### src/rtl/shift_unit.sv
// Iterative barrel-free shifter: one bit position per cycle under a 3-state FSM.
module shift_unit (
   input  logic        clk,
   input  logic        rst_n,
   input  logic        start,
   input  logic [2:0]  shift_op,
   input  logic [4:0]  shift_amt,
   input  logic [31:0] data_in,
   output logic [31:0] result,
   output logic        busy,
   output logic        done
);

   localparam int unsigned DATA_W = 32;
   localparam int unsigned AMT_W  = 5;
   localparam int unsigned OP_W   = 3;

   localparam logic [OP_W-1:0] OP_SLL = 3'b000;
   localparam logic [OP_W-1:0] OP_SRL = 3'b001;
   localparam logic [OP_W-1:0] OP_SRA = 3'b010;
   localparam logic [OP_W-1:0] OP_ROL = 3'b011;
   localparam logic [OP_W-1:0] OP_ROR = 3'b100;

   typedef enum logic [1:0] {
      ST_IDLE  = 2'd0,
      ST_SHIFT = 2'd1,
      ST_DONE  = 2'd2
   } state_e;

   state_e              state_q, state_d;
   logic [DATA_W-1:0]   data_q,  data_d;
   logic [OP_W-1:0]     op_q,    op_d;
   logic [AMT_W-1:0]    cnt_q,   cnt_d;
   logic                busy_q,  busy_d;
   logic                done_q,  done_d;

   // Single-bit step for the latched op; reserved codes leave the word alone.
   function automatic logic [DATA_W-1:0] step_f(input logic [OP_W-1:0]   op,
                                                input logic [DATA_W-1:0] d);
      logic [DATA_W-1:0] r;
      r = d;
      case (op)
         OP_SLL:  r = {d[DATA_W-2:0], 1'b0};
         OP_SRL:  r = {1'b0, d[DATA_W-1:1]};
         OP_SRA:  r = {d[DATA_W-1], d[DATA_W-1:1]};
         OP_ROL:  r = {d[DATA_W-2:0], d[DATA_W-1]};
         OP_ROR:  r = {d[0], d[DATA_W-1:1]};
         default: r = d;
      endcase
      return r;
   endfunction

   // Next-state, datapath and registered-output decode.
   always_comb begin
      state_d = state_q;
      data_d  = data_q;
      op_d    = op_q;
      cnt_d   = cnt_q;
      busy_d  = 1'b0;
      done_d  = 1'b0;

      case (state_q)
         ST_IDLE: begin
            if (start) begin
               data_d = data_in;
               op_d   = shift_op;
               cnt_d  = shift_amt;
               // Zero distance or reserved op completes without shifting.
               if ((shift_amt != AMT_W'(0)) && (shift_op <= OP_ROR)) begin
                  state_d = ST_SHIFT;
               end else begin
                  state_d = ST_DONE;
               end
            end
         end
         ST_SHIFT: begin
            data_d = step_f(op_q, data_q);
            cnt_d  = cnt_q - AMT_W'(1);
            if (cnt_q <= AMT_W'(1)) begin
               state_d = ST_DONE;
            end
         end
         ST_DONE: begin
            state_d = ST_IDLE;
         end
         default: begin
            state_d = ST_IDLE;
         end
      endcase

      busy_d = (state_d != ST_IDLE);
      done_d = (state_d == ST_DONE);
   end

   // State and datapath registers with asynchronous clear.
   always_ff @(posedge clk or negedge rst_n) begin
      if (!rst_n) begin
         state_q <= ST_IDLE;
         data_q  <= '0;
         op_q    <= '0;
         cnt_q   <= '0;
         busy_q  <= 1'b0;
         done_q  <= 1'b0;
      end else begin
         state_q <= state_d;
         data_q  <= data_d;
         op_q    <= op_d;
         cnt_q   <= cnt_d;
         busy_q  <= busy_d;
         done_q  <= done_d;
      end
   end

   assign result = data_q;
   assign busy   = busy_q;
   assign done   = done_q;

endmodule
### config.mk
export PLATFORM = sky130hd
export DESIGN_NAME = shift_unit
export DESIGN_NICKNAME = d
export VERILOG_FILES = /design/src/rtl/shift_unit.sv
export SDC_FILE = /design/constraint.sdc
export NUM_CORES = 1
export LEC_CHECK = 0
export ABC_AREA = 1
export BUFFER_PORTS_ARGS = -buffer_cell sky130_fd_sc_hd__buf_2
export CAP_MARGIN = 10
export CORE_ASPECT_RATIO = 0.75
export CORE_UTILIZATION = 53
export CTS_CLUSTER_SIZE = 20
export DETAILED_ROUTE_END_ITERATION = 12
export MAX_ROUTING_LAYER = met4
export PLACE_DENSITY_LB_ADDON = 0.25
export SLEW_MARGIN = 20
export SYNTH_ARGS = -nofsm -noshare
export SYNTH_HDL_FRONTEND = slang
export SYNTH_SLANG_ARGS = --single-unit
export TNS_END_PERCENT = 1
### constraint.sdc
create_clock -name clk -period 1.5 [get_ports clk]
set_input_delay 0.075 -clock clk [delete_from_list [all_inputs] [get_ports clk]]
set_output_delay 0.075 -clock clk [all_outputs]
set_load 0.02 [all_outputs]
==> results of run 1 <==
kinds of logic after synthesis:
group	count (synthesis)	synth area share
buf+inv	70	0.104
flops	44	0.385
fa+ha+maj	2	0.00875
simple gates	283	0.399
xor+xnor	2	0.00613
compound gates	52	0.0971
worst paths after layout:
check	start	to	slack [ps]
setup / recovery	op_q[1]	result[10]	50
hold / removal	shift_amt[2]	cnt_q[2]	-2
setup reg to reg	op_q[1]	result[10]	50
hold reg to reg	cnt_q[3]	cnt_q[3]	530
max in group asynchronous	rst_n	op_q[2]	660
min in group asynchronous	rst_n	result[15]	210
timing repair:
| action | CTS | global route |
|---|---|---|
| endpoints found under the setup margin | 0 | 29 |
| endpoints found under the hold margin | 13 | 0 |
| setup buffers | 0 | 0 |
| hold buffers | 1 | 0 |
| resized for setup | 0 | 7 |
state kept, by name, summed over array words and instances, names as in the netlist:
register	cells
result	32
cnt_q	5
op_q	3
state_q	2
busy	1
done	1
cell usage in the layout, fill, tap and decap left out:
master,count
xnor2_1,1
o211ai_1,4
nand2_4,1
nand3_2,1
buf_2,76
clkinv_4,1
nor2_4,1
nand4_1,2
xor2_1,1
clkinv_2,1
nand3_4,1
o221ai_1,1
buf_4,8
nor2_1,130
ha_1,2
a21oi_1,33
clkbuf_1,1
inv_2,5
o22ai_1,1
dfrtp_1,43
clkbuf_16,3
clkbuf_8,5
dfrtp_2,1
o31ai_1,1
inv_1,39
dlygate4sd3_1,1
nand2_1,109
o21ai_0,12
buf_12,6
nand2_2,3
nand3_1,35
worst max-delay path, stage by stage (launching register included):
cell and delay (ps):
dfrtp_1 420, nor2_1 200, nand2_2 140, buf_12 180
a21oi_1 170, nor2_1 70, nor2_1 90, nor2_1 50
layer usage:
| metal | global-route usage | up-vias |
|---|---|---|
| met2 | 0.453 | 101 |
| met5 | - | - |
| li1 | - | 1551 |
| met1 | 0.328 | 1371 |
| met4 | 0.0313 | 0 |
| met3 | 0.0590 | 4 |
where the power goes:
part	total (mW)	switching [mW]	internal [mW]
clock network	0.720	0.402	0.317
logic	6.46	3.96	2.50
registers	2.45	0.621	1.82
layout make-up:
| type | count | area [um^2] | area share |
|---|---|---|---|
| Inverter | 45 | 174 | 0.0488 |
| Multi-Input combinational cell | 339 | 1470 | 0.414 |
| Clock inverter | 1 | 5.00 | 0.00140 |
| Timing Repair Buffer | 94 | 646 | 0.181 |
| Clock buffer | 6 | 72.6 | 0.0204 |
| Tap cell | 72 | 90.1 | 0.0253 |
| Sequential cell | 44 | 1100 | 0.309 |
stage by stage:
stage                     instance area (um^2)  power [mW]  std cells  utilization
after floorplan                           2860        6.77        453            -
after global placement                    3380        8.25        590        0.672
after detailed placement                  3380        8.45        590        0.672
after CTS                                 3470        9.18        598        0.689
after global routing                      3560        10.6        601        0.707
final                                     3560        9.63        601        0.707
==> run_results.csv, run 1 <==
group,metric,value,unit
global_routing,groute.usage.overall,0.263,
detailed_routing,top_layer_used,"met4",
clock_network,cts_num_sinks,44,
synth,yosys.cell_count.top_type,"nor2_1",
clock_network,cts_tree,"done",
timing,finalClockSkew,2.15,ps
global_routing,overflow,0,
detailed_routing,antenna_violating_nets_post_route,0,
synth,synth.top_cells.by_count,"nor2_1, nand2_1, dfrtp_1",
synth,leading_cell_types_by_total_area_after_synthesis,"dfrtp_1, nor2_1, nand2_1, nand3_1, a21oi_1",
layout,antenna_cells_inserted,0,
layout,fill_cells,466,
global_routing,grt_first_pass_wirelength,11.3,mm
die,rows,22,
synth,synthCells,453,
worst_setup_path,crit_arrival,1640,ps
layout,final_nets,574,
die,fp.dieW,86.8,um
die,initial_cell_density_of_the_core,0.568,
worst_setup_path,critical_path.endpoint_type,"register",
timing,rsz_0062_raised_after_global_routing,"true",
global_routing,grt_max_degree,62,
detailed_routing,drtPass1Iterations,4,
worst_setup_path,worstPathRequired,1690,ps
synth,synth-seq-area-share,0.385,
global_routing,first_global_vias,2590,
outcome,status,"finished with violations",
place,dpl_worst_slack,82.2,ps
detailed_routing,route.detailed.drc,0,
synth,yosys_register_bits,44,
timing,setup-tns-final,0,ps
min_path,min_path_type,"in -> reg",
global_routing,antenna_violations_before_repair,0,
place,port_buffers,76,
synth,synth_nets,498,
timing,slew_violations,0,
worst_setup_path,worst_setup_start_kind,"register",
clock_network,max-clock-path-buffers,2,
synth,synth_flop_cell,"dfrtp_1",
detailed_routing,routed-via-count,3027,
worst_setup_path,timing.critical_path.fanout_max,27,
layout,synthToLayoutAreaGrowth,24.6,%
min_path,whs_path_depth,3,
timing,finalSetupViolCount,0,
clock_network,clock-root-buffer,"clkbuf_8",
synth,number_of_enable_type_register_cells_in_the_synthesized_netlist,0,
synth,syn_area_per_cell,6.31,um^2
synth,post_synth_num_cell_types,24,
detailed_routing,detail_route.wl_per_cell,12.1,um
timing,worst_slack,54.3,ps
synth,synth_top_area_share,0.385,
place,place_hpwl,4.85,mm
clock_network,clk_latency,300,ps
detailed_routing,wl_met1,3.40,mm
synth,synth-async-reset-ratio,1.00,
die,pin_count,77,
die,dieHeight,65.6,um
synth,ys.warnings.count,0,
timing,slew_headroom,0.747,
layout,post_route_cells_drive_above_1_share,0.214,
power_and_ir_drop,peakVddDrop,1580,uV
power_and_ir_drop,power_per_cell_area,2700,nW/um^2
clock_network,cts_htree_levels,2,
outcome,violations,"negative hold slack",
die,die-area,5700,um^2
worst_setup_path,r2r.worst_path.cells,7,
power_and_ir_drop,reported_leakage_power,1.99,nW
detailed_routing,routed_wl,7.28,mm
worst_setup_path,crit_path_kind,"reg -> reg",
timing,min_tclk_post_route,1450,ps
clock_network,clk_transition_reported_paths,80,ps
timing,final.period_utilization,0.964,
synth,synth_area,2860,um^2
timing,hold_slack,-2.02,ps
timing,finalHoldViolCount,1,
detailed_routing,met2WireLength,3.41,mm
run,cap_viol_max_count,0,
detailed_routing,avgViaCountPerCell,5.04,
clock_network,cts-buffers-inserted,5,
detailed_routing,detail_route.iter0.violations,182,
timing,worst_slew_pin_slew,379,ps
timing,maxClockFrequency,692,MHz
synth,synth.largest_area_cell,"dfrtp_1",
place,routabilityCongestion,0.855,
detailed_routing,routed-wl-met3,431,um
die,floorplan_core_area,5040,um^2
Power figures use the tool's default switching activity.
==> run 2: changes to the inputs <==
- CORE_UTILIZATION: 53 -> 30
- clock period: 1.5 -> 1.45 ns (I/O delays scaled with it)
==> run_results.csv, run 2 (same netlist as run 1, synthesis figures left out) <==
group,metric,value,unit
detailed_routing,routed_wl,8.68,mm
global_routing,groute.usage.overall,0.175,
power_and_ir_drop,power_per_cell_area,2880,nW/um^2
detailed_routing,drtPass1Iterations,4,
layout,largest_reg_flops,32,
worst_setup_path,critical_path.endpoint_type,"register",
timing,worst_slew_pin_slew,379,ps
layout,post_route_cells_drive_above_1_share,0.245,
clock_network,clk_latency,290,ps
layout,fill_cells,1026,
die,dieHeight,86.6,um
layout,post-route-cell-area,3840,um^2
place,routabilityCongestion,0.876,
worst_setup_path,timing.critical_path.fanout_max,20,
min_path,hp-start,"shift_op[0]",
clock_network,clock-root-buffer,"clkbuf_16",
power_and_ir_drop,reported_leakage_power,2.07,nW
die,die-area,9930,um^2
timing,hold_slack,11.8,ps
layout,most_common_cell_after_layout_fill_and_taps_aside,"nor2_1",
power_and_ir_drop,peakVddDrop,858,uV
clock_network,cts_num_sinks,44,
timing,rsz_0062_raised_after_global_routing,"true",
worst_setup_path,worstPathRequired,1640,ps
outcome,status,"finished, final reports clean",
worst_setup_path,crit_path_kind,"reg -> reg",
clock_network,cts_htree_levels,2,
timing,maxClockFrequency,702,MHz
clock_network,clk_transition_reported_paths,70,ps
timing,final.period_utilization,0.982,
global_routing,first_global_vias,2741,
worst_setup_path,cp-startpoint,"op_q[2]",
global_routing,overflow,0,
run,cap_viol_max_count,0,
worst_setup_path,worst_setup_start_kind,"register",
timing,slew_headroom,0.747,
detailed_routing,routed-via-count,3038,
detailed_routing,avgViaCountPerCell,4.58,
place,port_buffers,76,
timing,min_tclk_post_route,1420,ps
detailed_routing,detail_route.iter0.violations,126,
die,pin_count,77,
global_routing,grt_max_degree,43,
layout,final_nets,579,
timing,finalClockSkew,11.0,ps
clock_network,cts-buffers-inserted,5,
timing,finalHoldViolCount,0,
place,place_hpwl,5.63,mm
die,initial_cell_density_of_the_core,0.312,
layout,register_area,1100,um^2
die,fp.dieW,115,um
detailed_routing,route.detailed.drc,0,
timing,finalSetupViolCount,0,
die,floorplan_core_area,9160,um^2
detailed_routing,antenna_violating_nets_post_route,0,
layout,antenna_cells_inserted,0,
global_routing,grt_first_pass_wirelength,13.3,mm
place,post_dp_cell_area,3450,um^2
worst_setup_path,timing.rr.start,"op_q[2]",
timing,slew_violations,0,
layout,layout_common_cells,"nor2_1, nand2_1, buf_2, dfrtp_1, inv_1",
clock_network,max-clock-path-buffers,2,
clock_network,cts_tree,"done",
detailed_routing,detail_route.wl_per_cell,13.1,um
global_routing,antenna_violations_before_repair,0,
die,rows,30,
layout,final_design_utilization,0.419,
layout,multi_input_comb_area,1520,um^2
timing,setup-tns-final,0,ps
min_path,min_path_type,"in -> reg",
layout,synthToLayoutAreaGrowth,34.2,%
worst_setup_path,crit_arrival,1610,ps
[run 2: cell types whose count changed in the layout (fill, tap and decap cells not counted), moves of 3 or more]
cell       before  now
clkbuf_16       3    9
clkbuf_8        5    0
a21oi_1        33   29
a21oi_2         0    4
nor2_1        130  127
[run 2: per-layer routing]
| metal | global-route usage | share of wire |
|---|---|---|
| met1 | 0.235 | 0.50 |
| met2 | 0.274 | 0.45 |
| met3 | 0.0357 | 0.047 |
| met4 | 0.0378 | 0.0056 |
| met5 | - | 0 |
[run 2: layout make-up]
class,instances,area share
multi-input combinational,339,0.396
sequential,44,0.287
timing repair buffer,99,0.184
inverter,45,0.0460
tap,128,0.0417
clock buffer,5,0.0326
clock inverter,3,0.0124
[run 2: final timing paths]
path,slack [ps],cells after the start,to
min in group asynchronous,230,2,op_q[0]
setup / recovery,30,7,result[29]
hold reg to reg,530,1,cnt_q[3]
setup reg to reg,30,7,result[29]
max in group asynchronous,650,3,result[16]
hold / removal,10,3,op_q[0]
[run 2: power by group]
group / leakage [nW] / switching (mW) / internal, mW
Clock: 0.0840 / 0.514 / 0.819
Sequential: 0.504 / 0.716 / 1.89
Combinational: 1.48 / 4.31 / 2.79
[run 2: repair_timing]
item / in CTS / in global routing
setup buffers: 0 / 2
setup endpoints to repair: 0 / 30
gates resized for setup: 0 / 29
endpoints found under the hold margin: 11 / 0
hold buffers: 1 / 0
[run 2: worst max-delay path: stages, from the launching register on]
cell and delay (ps):
dfrtp_1 470, inv_2 130, nand3_4 140, clkbuf_16 220
a21oi_1 130, nor2_1 70, nor2_1 100, nor2_1 50
[run 2: stage by stage]
| step | power, mW | cells | setup WS (ps) |
|---|---|---|---|
| final | 11.0 | 663 | 26.2 |
| after global routing | 12.1 | 663 | -54.1 |
| after CTS | 10.2 | 658 | 39.2 |
| after detailed placement | 8.85 | 649 | 67.7 |
| after global placement | 8.73 | 649 | 76.4 |
| after floorplan | 7.00 | 453 | 188 |
==> run 3: changes to the inputs <==
- CORE_ASPECT_RATIO: 0.75 -> not set
==> run_results.csv, run 3 (same netlist as run 1, synthesis figures left out) <==
group,metric,value,unit
layout,largest_reg_flops,32,
timing,setup-tns-final,0,ps
layout,synthToLayoutAreaGrowth,35.1,%
die,pin_count,77,
place,post_dp_cell_area,3420,um^2
place,port_buffers,76,
worst_setup_path,critical_path.endpoint_type,"register",
layout,most_common_cell_after_layout_fill_and_taps_aside,"nor2_1",
timing,slew_headroom,0.659,
timing,maxClockFrequency,692,MHz
worst_setup_path,critical_path_buf_inv_count,2,
timing,min_tclk_post_route,1450,ps
global_routing,overflow,0,
clock_network,max-clock-path-buffers,2,
clock_network,cts-buffers-inserted,5,
min_path,min_path_type,"in -> reg",
layout,fill_cells,957,
detailed_routing,routed_wl,8.61,mm
power_and_ir_drop,peakVddDrop,1100,uV
layout,antenna_cells_inserted,0,
global_routing,grt_first_pass_wirelength,12.2,mm
detailed_routing,route.detailed.drc,0,
layout,post_route_cells_drive_above_1_share,0.253,
worst_setup_path,crit_path_cell_trace,"inv_2 > nand2_4 > nand3_4 > buf_6 > nand3_1 > nand2_1 > nor2_1 > nor2_1 > nor2_1",
power_and_ir_drop,p_total,11.0,mW
detailed_routing,avgViaCountPerCell,4.61,
detailed_routing,detail_route.wl_per_cell,12.9,um
worst_setup_path,crit_arrival,1650,ps
detailed_routing,detail_route.iter0.violations,144,
layout,post-route-cell-area,3860,um^2
die,initial_cell_density_of_the_core,0.310,
power_and_ir_drop,reported_leakage_power,2.08,nW
timing,finalClockSkew,9.36,ps
worst_setup_path,crit_path_kind,"reg -> reg",
worst_setup_path,timing.critical_path.fanout_max,15,
place,place_hpwl,5.19,mm
worst_setup_path,cp_common_cell,"nor2_1",
global_routing,groute.usage.overall,0.158,
timing,rsz_0062_raised_after_global_routing,"true",
place,routabilityCongestion,0.779,
clock_network,clk_latency,300,ps
detailed_routing,antenna_violating_nets_post_route,0,
die,dieHeight,99.6,um
timing,hold_slack,13.0,ps
die,fp.dieW,99.6,um
worst_setup_path,critical_path.slowest_cell,"dfrtp_1",
timing,final.period_utilization,0.997,
worst_setup_path,worstPathRequired,1650,ps
power_and_ir_drop,power_per_cell_area,2840,nW/um^2
outcome,status,"finished, final reports clean",
layout,layout_common_cells,"nor2_1, nand2_1, buf_2, dfrtp_1, inv_1",
die,rows,35,
clock_network,cts_num_sinks,44,
detailed_routing,routed-via-count,3078,
worst_setup_path,critPathTopFamily,"simple AND/OR/NAND/NOR gates",
global_routing,grt_max_degree,62,
die,die-area,9930,um^2
global_routing,first_global_vias,2548,
timing,finalHoldViolCount,0,
worst_setup_path,worst_setup_start_kind,"register",
worst_setup_path,critical-path-max-stage-delay,440,ps
detailed_routing,drtPass1Iterations,4,
timing,slew_violations,0,
timing,finalSetupViolCount,0,
clock_network,clk_transition_reported_paths,100,ps
clock_network,cts_tree,"done",
clock_network,clock-root-buffer,"clkbuf_8",
global_routing,antenna_violations_before_repair,0,
die,floorplan_core_area,9240,um^2
layout,final_nets,582,
clock_network,cts_htree_levels,2,
run,cap_viol_max_count,0,
timing,worst_slew_pin_slew,511,ps
[run 3: cell types whose count changed in the layout (fill, tap and decap cells not counted), moves of 2 or more]
cell,delta
clkbuf_8,+6
buf_8,-2
buf_4,-2
a21oi_1,-5
dlygate4sd3_1,+2
a21oi_2,+4
clkbuf_16,-3
buf_6,+3
[run 3: worst min-delay path, stage by stage]
cell and delay (ps):
buf_2 90, nand2_1 50, o21ai_0 70
[run 3: timing repair]
item                       4_1_cts  5_1_grt
gates resized for setup          0       28
setup endpoints to repair        0       31
hold endpoints to repair        20        0
buffers inserted                 0        1
hold buffers                     3        0
[run 3: where the power goes]
group          switching, mW  internal [mW]  total (mW)  leakage (nW)
Sequential             0.691           1.89        2.58         0.505
Clock                  0.459          0.564        1.02        0.0614
Combinational           4.42           2.97        7.39          1.51
[run 3: area by class of cell]
class / count / area (um^2) / area share
multi-input combinational: 339 / 1540 / 0.399
clock inverter: 2 / 38.8 / 0.0100
sequential: 44 / 1100 / 0.285
timing repair buffer: 102 / 766 / 0.198
tap: 129 / 161 / 0.0418
clock buffer: 6 / 82.6 / 0.0214
inverter: 45 / 174 / 0.0450
[run 3: worst paths after layout]
path	start	end	slack (ps)	cells after the start
min in group asynchronous	rst_n	result[5]	270	2
worst max register to register	op_q[0]	result[3]	4	9
max in group asynchronous	rst_n	op_q[2]	650	3
worst min-delay path	shift_op[2]	op_q[2]	10	3
worst max-delay path	op_q[0]	result[3]	4	9
worst min register to register	cnt_q[3]	cnt_q[3]	510	1
[run 3: per-stage QoR]
stage,instances,worst slack (ps),utilization
floorplan,453,188,-
global placement,646,67.7,0.370
detailed placement,646,38.1,0.370
CTS,657,16.7,0.387
global route,667,-105,0.418
finish,667,3.89,0.418
[run 3: layer usage]
| metal | share of wire | wire length (um) | global-route usage |
|---|---|---|---|
| met5 | 0 | 0 | - |
| met4 | 0.0058 | 50 | 0.0271 |
| met3 | 0.056 | 481 | 0.0253 |
| met2 | 0.47 | 4020 | 0.248 |
| met1 | 0.47 | 4050 | 0.217 |
